[config.mk]
export PLATFORM = sky130hd
export DESIGN_NAME = sipo_deserializer
export DESIGN_NICKNAME = d
export VERILOG_FILES = /design/src/rtl/sipo_deserializer.sv
export SDC_FILE = /design/constraint.sdc
export NUM_CORES = 1
export LEC_CHECK = 0
export CAP_MARGIN = 0
export CORE_UTILIZATION = 30
export DETAILED_ROUTE_END_ITERATION = 10
export GPL_ROUTABILITY_DRIVEN = 0
export GPL_TIMING_DRIVEN = 0
export MAX_ROUTING_LAYER = met4
export PLACE_DENSITY_LB_ADDON = 0.25
export SETUP_SLACK_MARGIN = 0.1
export SLEW_MARGIN = 20
export SYNTH_ARGS = -nofsm -noshare
export SYNTH_HDL_FRONTEND = slang
export SYNTH_SLANG_ARGS = --single-unit
[constraint.sdc]
create_clock -name clk -period 1.78 [get_ports clk]
set_input_delay 0.356 -clock clk [delete_from_list [all_inputs] [get_ports clk]]
set_output_delay 0.356 -clock clk [all_outputs]
set_load 0.02 [all_outputs]
[src/rtl/sipo_deserializer.sv]
// Serial-in/parallel-out receiver: assembles WIDTH-bit words from a gated serial
// stream and hands each finished word over through a held valid/ready register.
module sipo_deserializer #(
    parameter int  WIDTH     = 4,
    parameter bit  MSB_FIRST = 1'b1,
    localparam int CNT_W     = $clog2(WIDTH)
) (
    input  logic             clk,
    input  logic             rst,
    input  logic             ser_in,
    input  logic             ser_en,
    input  logic             clr,
    output logic [WIDTH-1:0] par_out,
    output logic             par_valid,
    input  logic             par_ready,
    output logic             overrun,
    output logic [CNT_W-1:0] bit_cnt
);

    typedef enum logic {EMPTY, FULL} state_t;

    state_t           state;
    logic [WIDTH-1:0] sreg;
    logic [WIDTH-1:0] word;
    logic             complete;
    logic             accept;

    function automatic logic [WIDTH-1:0] shift_in(input logic [WIDTH-1:0] s, input logic b);
        if (MSB_FIRST)
            return {s[WIDTH-2:0], b};
        else
            return {b, s[WIDTH-1:1]};
    endfunction

    // The completing word includes the bit sampled on this very edge.
    assign word     = shift_in(sreg, ser_in);
    assign complete = ser_en && !clr && (bit_cnt == CNT_W'(WIDTH - 1));
    assign accept   = par_valid && par_ready;

    always_ff @(posedge clk) begin
        if (rst) begin
            sreg      <= '0;
            bit_cnt   <= '0;
            par_out   <= '0;
            par_valid <= 1'b0;
            overrun   <= 1'b0;
            state     <= EMPTY;
        end else begin
            if (clr) begin
                sreg    <= '0;
                bit_cnt <= '0;
                overrun <= 1'b0;
            end else if (ser_en) begin
                sreg    <= word;
                bit_cnt <= complete ? '0 : bit_cnt + CNT_W'(1);
            end

            // Output register: clr never blocks an accept, and complete already excludes clr.
            case (state)
                EMPTY: begin
                    if (complete) begin
                        par_out   <= word;
                        par_valid <= 1'b1;
                        state     <= FULL;
                    end
                end
                FULL: begin
                    if (complete && accept) begin
                        par_out <= word;
                    end else if (complete) begin
                        overrun <= 1'b1;
                    end else if (accept) begin
                        par_valid <= 1'b0;
                        state     <= EMPTY;
                    end
                end
                default: begin
                    par_valid <= 1'b0;
                    state     <= EMPTY;
                end
            endcase
        end
    end

endmodule

## After elaboration in Yosys (flattened, before gate mapping)

Index checks and enable logic that the tools add are counted.

- Register bits: 12
- Bits of input ports: 6

- Add/sub/neg operators: 1
- Equal/unequal tests: 6
- Multiplexer cells: 18
- Bitwise operators: 1
- Reduce and logical (&&, ||, !) cells: 8

Operators by type and width:

| operator | number |
|---|---|
| 1-bit two-way mux | 12 |
| 4-bit two-way mux | 2 |
| 4-bit case mux with 2 select lines | 1 |
| 2-bit != test (second input constant) | 3 |
| 1-bit logical AND | 4 |
| 2-bit by 1-bit != test with 1-bit output (second input constant) | 2 |
| 1-bit case mux with 2 select lines | 2 |
| 4-bit AND reduction | 1 |
| 2-bit by 1-bit adder with 2-bit output (second input constant) | 1 |
| 2-bit equality test (second input constant) | 1 |
| 2-bit two-way mux | 1 |
| 2-bit AND reduction | 1 |
| 2-bit OR reduction | 1 |
| 1-bit logical NOT | 1 |
| 1-bit inverter | 1 |

## Logic depth before layout (Yosys ltp)

Gate-level depths: netlist of run 1.

- Word-level depth: 6
- Mapped depth: 5
- Depth with buffers taken out: 4

## Worst setup path before layout of run 1

Ideal clock, no wire load.

- Kind: register to register
- Start point: register bit_cnt[0]
- End point: register par_out[1]
- Setup time: 0.070 ns
- Arrival time: 1.374 ns
- Data required time: 1.710 ns
- Setup slack: 0.336 ns
- Cell stages (with the launch flop): 6
- Path through: dfxtp_1 > ha_1 > nand3b_4 > buf_6 > or3b_1 > a21oi_1

- Cells in the longest elaborated chain, start to end: 5
- Elaborated cells between the ends (all ways): 6
- Those cells by class: 3 x eq/ne; 3 x reduce/logical

Ends and longest elaborated chain:

| what | line | text |
|---|---|---|
| from (decl) | 17 | `output logic [CNT_W-1:0] bit_cnt` |
| from (signal assigned) | 55 | `bit_cnt <= complete ? '0 : bit_cnt + CNT_W'(1);` |
| 2-bit equality test (*) | 37 | `assign complete = ser_en && !clr && (bit_cnt == CNT_W'(WIDTH - 1));` |
| 1-bit logical AND (*) | 37 |  |
| 1-bit logical AND | 68 | `if (complete && accept) begin` |
| 2-bit by 1-bit != test with 1-bit output (no source line) | n/a |  |
| 2-bit AND reduction (no source line) (*) | n/a |  |
| to (signal assigned) | 62 | `par_out <= word;` |
| to (signal assigned) | 69 | `par_out <= word;` |
| to (decl) | 13 | `output logic [WIDTH-1:0] par_out,` |

Every way passes the cells marked *; elsewhere a longest branch is shown, timed or not.
A chain may end at the register's enable or synchronous reset.

## Final worst setup path of run 1

- Start point: register bit_cnt[1]
- End point: output bit_cnt[1]

No word-level cell between the ends.

==> results of run 1 <==
registers in the layout, summed over array words and instances (netlist names):
register   count
bit_cnt        2
overrun        1
par_out        4
par_valid      1
sreg           3
state          1
per-stage QoR:
| stage | cell area, µm² | total power, µW | hold slack [ns] | worst slack (ns) | util |
|---|---|---|---|---|---|
| final | 693 | 523 | 0.392 | 0.197 | 0.450 |
| after CTS | 688 | 535 | 0.384 | 0.101 | 0.446 |
| after floorplan | 512 | 298 | 0.425 | 0.336 | - |
| after global routing | 693 | 553 | 0.384 | 0.133 | 0.450 |
| after detailed placement | 652 | 317 | 0.461 | 0.0813 | 0.423 |
| after global placement | 652 | 316 | 0.457 | 0.0902 | 0.423 |
cell usage after synthesis:
cell and instances:
a21boi_4 1, a21oi_1 5, a31oi_1 2, buf_6 2
clkbuf_1 1, dfxtp_1 12, ha_1 1, mux2i_1 5
nand2_1 2, nand3b_4 1, nor2_1 8, o21a_1 1
o21ai_0 4, or2_2 1, or3b_1 3, or3b_2 1
layout make-up:
class | count | area, µm²
Multi-Input combinational cell | 35 | 245
Sequential cell | 12 | 240
Tap cell | 16 | 20.0
Timing Repair Buffer | 12 | 125
Buffer | 3 | 26.3
Clock buffer | 4 | 36.3
Fill cell | 164 | 848
cell families after synthesis:
| kind of cell | Yosys count |
|---|---|
| DFF | 12 |
| muxes | 5 |
| buffers and inverters | 3 |
| adders and majority gates | 1 |
| and+or+nand+nor | 16 |
| AOI/OAI and AO/OA | 13 |
path summary, 6_finish.rpt:
path,cells past startpoint,start,endpoint,slack [ns]
worst min-delay path,3,ser_en,overrun$_SDFF_PP0_,0.39
worst max-delay path,1,bit_cnt[1]$_SDFFE_PP0P_,bit_cnt[1],0.20
worst max register to register,5,bit_cnt[0]$_SDFFE_PP0P_,par_out[3]$_SDFFE_PP0P_,0.37
worst min register to register,2,par_out[0]$_SDFFE_PP0P_,par_out[0]$_SDFFE_PP0P_,0.47
what timing repair did:
item / CTS / global route
endpoints found under the setup margin: 0 / 2
setup buffers: 0 / 0
resized for setup: 0 / 2
worst reg2reg max path, delay by kind of cell, from the launching register on:
kind | cells | cell delay, ns
compound gates | 1 | 0.12
fa+ha+maj | 1 | 0.26
simple gates | 2 | 0.44
buf+inv | 1 | 0.14
flops | 1 | 0.38
per-layer routing:
layer  global-route usage  vias up  routed length (µm)
li1                     -      207                   -
met1                0.124      170                 405
met2                0.143        8                 414
met3               0.0638        2                  34
met4               0.0545        0                  17
met5                    -        -                   0
power breakdown:
group	switching (µW)	total, µW	internal [µW]	leakage, µW
clock network	89.3	214	124	0.0000210
registers	2.01	273	271	0.0000969
logic	16.5	37.0	20.5	0.000187
total	108	523	415	0.000305
==> run_results.csv, run 1 <==
group,metric,value,unit
outcome,status,"finished clean",
synth,syn_inst,50,
detailed_routing,drt_iter0_markers,8,
synth,ys_seq_area_frac,0.469,
synth,avgSynthCellArea,10.2,µm²
die,initial_core_util,0.332,
synth,synth.top_cell.area_share,0.469,
grt,grt_first_pass_wirelength,1.37,mm
detailed_routing,drc,0,
synth,synthMuxAreaShare,0.0978,
grt,grt_start_max_net_pins,11,
detailed_routing,vias,387,
clocking,hold_buffers,0,
die,coreArea,1540,µm²
setup_path,crit_family,"buffers and inverters",
setup_path,crit_chain,"clkdlybuf4s50_1",
sta,relSlewSlack,0.830,
clocking,cts_buffers,3,
clocking,clock_tree.buffer_depth,2,
detailed_routing,wl,871,µm
sta,hold_violations,0,
setup_path,cpPeakStageDelay,0.61,ns
synth,synthesis.area,512,µm²
power_and_ir_drop,leakagePower,0.000305,µW
die,rows,14,
synth,synthTopCellsByArea,"dfxtp_1 (47%), mux2i_1 (9.8%), nor2_1 (5.9%)",
clocking,path_clk_slew,0.07,ns
synth,synth_fa_ha_area_frac,0.0244,
synth,synth_compound_area_frac,0.164,
detailed_routing,ant_nets,0,
grt,grt_pass1_vias,321,
placement,place_inst,78,
cells_and_area,stdcell_count,82,
setup_path,start_kind,"flop",
synth,synth_simple_gate_area_frac,0.193,
setup_path,crit_slowest_cell,"clkdlybuf4s50_1",
job,cap_violations,0,
sta,max_slew.worst_pin.slew,0.254,ns
power_and_ir_drop,power_density,755,nW/µm²
sta,fmax,632,MHz
cells_and_area,area_growth,35.5,%
setup_path,critPathBufInv,1,
setup_path,arrival,1.23,ns
hold_path,hp-class,"primary input to flop",
sta,drv_slew,0,
clocking,htreeDepth,1,
cells_and_area,final_cell_mix,"dfxtp_1 (12), clkdlybuf4s50_1 (10), nor2_1 (8), a21oi_1 (5), mux2i_1 (5)",
clocking,cts_tree,"built",
die,die_h,43.3,µm
placement,portBuffers,12,
synth,syn_nets,57,
sta,fin_crit,1.58,ns
setup_path,path_max_fanout,3,
synth,ys_types,16,
grt,overflow,0,
die,die-area,1870,µm²
setup_path,cp-end-kind,"primary output",
clocking,cts-root-buf,"clkbuf_4",
setup_path,crit_required,1.42,ns
cells_and_area,drive_gt1_frac,0.152,
detailed_routing,viasPerCell,4.72,
clocking,clk-insertion-delay-late,0.27,ns
detailed_routing,drt_first_pass_iters,4,
grt,grt_usage,0.107,
setup_path,crit_type,"flop to primary output",
clocking,numClockSinks,12,
synth,ys_warn_count,0,
sta,finalCritPeriodShare,0.889,
die,fp.dieW,43.3,µm
sta,rsz0062_at_grt,"false",
die,io_pins,14,
cells_and_area,layout_commonest_cell,"dfxtp_1",
power_and_ir_drop,vdd_drop_max,0.000454,V
synth,synth_top_cell_by_area,"dfxtp_1",
sta,setup_tns,0,ns
cells_and_area,final_nets,74,
synth,synth-seq-cells,12,
cells_and_area,antennaDiodeCount,0,
detailed_routing,routedWlPerCell,10.6,µm
grt,antenna_found_initial,0,
synth,yosys.area_share.xor_xnor,0,
synth,synth_top_family_by_area,"simple AND/OR/NAND/NOR gates",
sta,clock_skew,0.000883,ns
sta,setup_violations,0,
No activity file was read; power rests on OpenSTA's default activity.
==> run 2: changes to the inputs <==
Settings changed: DONT_BUFFER_PORTS from default to 1, SETUP_SLACK_MARGIN 0.1 to 0.15.
Clock period 1.78 ns to 1.8 ns, I/O delays scaled along.
==> run_results.csv, run 2 (synthesis gave the netlist of run 1 again) <==
group,metric,value,unit
clocking,cts-root-buf,"clkbuf_4",
detailed_routing,dr_wl_met3,28,µm
clocking,cts_buffers,3,
setup_path,arrival,1.76,ns
cells_and_area,stdcell_count,70,
sta,fin_crit,1.56,ns
power_and_ir_drop,p_seq_frac,0.536,
cells_and_area,reg_top3,"par_out (4), sreg (3), bit_cnt (2)",
clocking,numClockSinks,12,
detailed_routing,routedWlPerCell,12.5,µm
sta,relSlewSlack,0.776,
detailed_routing,top_layer_used,"met4",
power_and_ir_drop,vdd_drop_max,0.000460,V
power_and_ir_drop,leakagePower,0.000227,µW
setup_path,crit_required,2.00,ns
grt,grt_pass1_vias,365,
sta,setup_violations,0,
outcome,status,"finished clean",
cells_and_area,area_growth,11.2,%
placement,place_inst,66,
detailed_routing,drt_iter0_markers,6,
die,die_h,43.3,µm
detailed_routing,ant_nets,0,
setup_path,reg2reg_from,"bit_cnt[1]$_SDFFE_PP0P_",
detailed_routing,drc,0,
setup_path,cp-end-kind,"flop",
hold_path,hp-start,"rst",
power_and_ir_drop,p_sw_frac,0.209,
power_and_ir_drop,internal-power,401,µW
setup_path,startpoint,"bit_cnt[1]$_SDFFE_PP0P_",
hold_path,hp-class,"primary input to flop",
sta,hold_ws,0.143,ns
power_and_ir_drop,power_density,892,nW/µm²
grt,antenna_found_initial,0,
detailed_routing,met2_length,385,µm
setup_path,start_kind,"flop",
clocking,clock_tree.buffer_depth,2,
cells_and_area,antennaDiodeCount,0,
die,coreArea,1540,µm²
grt,grt_start_max_net_pins,11,
detailed_routing,drt_first_pass_iters,2,
cells_and_area,drive_gt1_frac,0.204,
detailed_routing,wl,872,µm
grt,grt_usage,0.109,
die,rows,14,
sta,setup_tns,0,ns
job,cap_violations,0,
cells_and_area,regMostFlops,"par_out",
setup_path,crit_type,"flop to flop",
detailed_routing,viasPerCell,5.03,
detailed_routing,vias,352,
power_and_ir_drop,p_clk_frac,0.427,
cells_and_area,final_nets,62,
die,fp.dieW,43.3,µm
sta,clock_skew,0.000588,ns
die,die-area,1870,µm²
cells_and_area,largest_reg_flops,4,
sta,finalCritPeriodShare,0.865,
setup_path,crit_family,"flip-flops",
detailed_routing,drt-met1-wl,433,µm
sta,hold_violations,0,
setup_path,path_max_fanout,10,
grt,grt_first_pass_wirelength,1.42,mm
setup_path,crit_slowest_cell,"dfxtp_1",
cells_and_area,layout_commonest_cell,"dfxtp_1",
power_and_ir_drop,net-switching-power,106,µW
grt,overflow,0,
power_and_ir_drop,comb_power_share,0.038,
clocking,htreeDepth,1,
cells_and_area,fillers,164,
placement,portBuffers,0,
sta,rsz0062_at_grt,"false",
sta,fmax,642,MHz
sta,drv_slew,0,
placement,dpl.hpwl,637,µm
sta,max_slew.worst_pin.slew,0.336,ns
clocking,cts_tree,"built",
setup_path,cpPeakStageDelay,0.47,ns
cells_and_area,final_cell_mix,"dfxtp_1 (11), nor2_1 (8), a21oi_1 (5), mux2i_1 (5), o21ai_0 (4)",
die,io_pins,14,
die,initial_core_util,0.332,
setup_path,crit_chain,"ha_1, nand3b_4, buf_6, or3b_1, a21oi_1",
clocking,clk-insertion-delay-late,0.27,ns
setup_path,critPathBufInv,1,
clocking,path_clk_slew,0.08,ns
## run 2: cell count changes in the layout (fill, tap and decap cells not counted), sizes merged
cell / change
clkdlybuf4s50: -10
dlymetal6s2s: -2
## run 2: area by class of cell
cell class,count,area [µm²],share of cell area
Multi-Input combinational cell,35,245,0.431
Clock buffer,4,36.3,0.0637
Sequential cell,12,241,0.424
Buffer,3,26.3,0.0462
Tap cell,16,20.0,0.0352
## run 2: power by group through the flow
stage               logic (µW)  clock network [µW]  registers [µW]
finish                    19.1                 217             272
global route              21.4                 233             272
CTS                       19.4                 217             272
detailed placement        19.4                   0             278
global placement          19.1                   0             278
floorplan                 17.4                   0             278
## run 2: final timing paths
check / to / slack (ns) / depth (start not counted)
worst min register to register: state$_SDFF_PP0_ / 0.49 / 2
worst min-delay path: par_out[1]$_SDFFE_PP0P_ / 0.14 / 1
worst max register to register: par_out[3]$_SDFFE_PP0P_ / 0.24 / 5
worst max-delay path: par_out[3]$_SDFFE_PP0P_ / 0.24 / 5
## run 2: stage by stage
stage	cell area, µm²	utilization	setup slack (ns)	total power (µW)
3_3_place_gp	532	0.345	0.278	297
2_1_floorplan	512	-	0.356	295
6_report	569	0.369	0.243	508
5_1_grt	569	0.369	0.155	527
3_5_place_dp	532	0.345	0.261	298
4_1_cts	568	0.369	0.211	508
## run 2: what timing repair did
item,CTS,global route
resized for setup,0,1
hold buffers,0,0
setup endpoints to repair,0,2
hold endpoints to repair,0,0
buffers inserted,0,0
## run 2: per-layer routing
metal	vias to the layer above	track usage
met2	8	0.155
met4	0	0.0909
li1	184	-
met1	156	0.126
met5	-	-
met3	4	0.0255
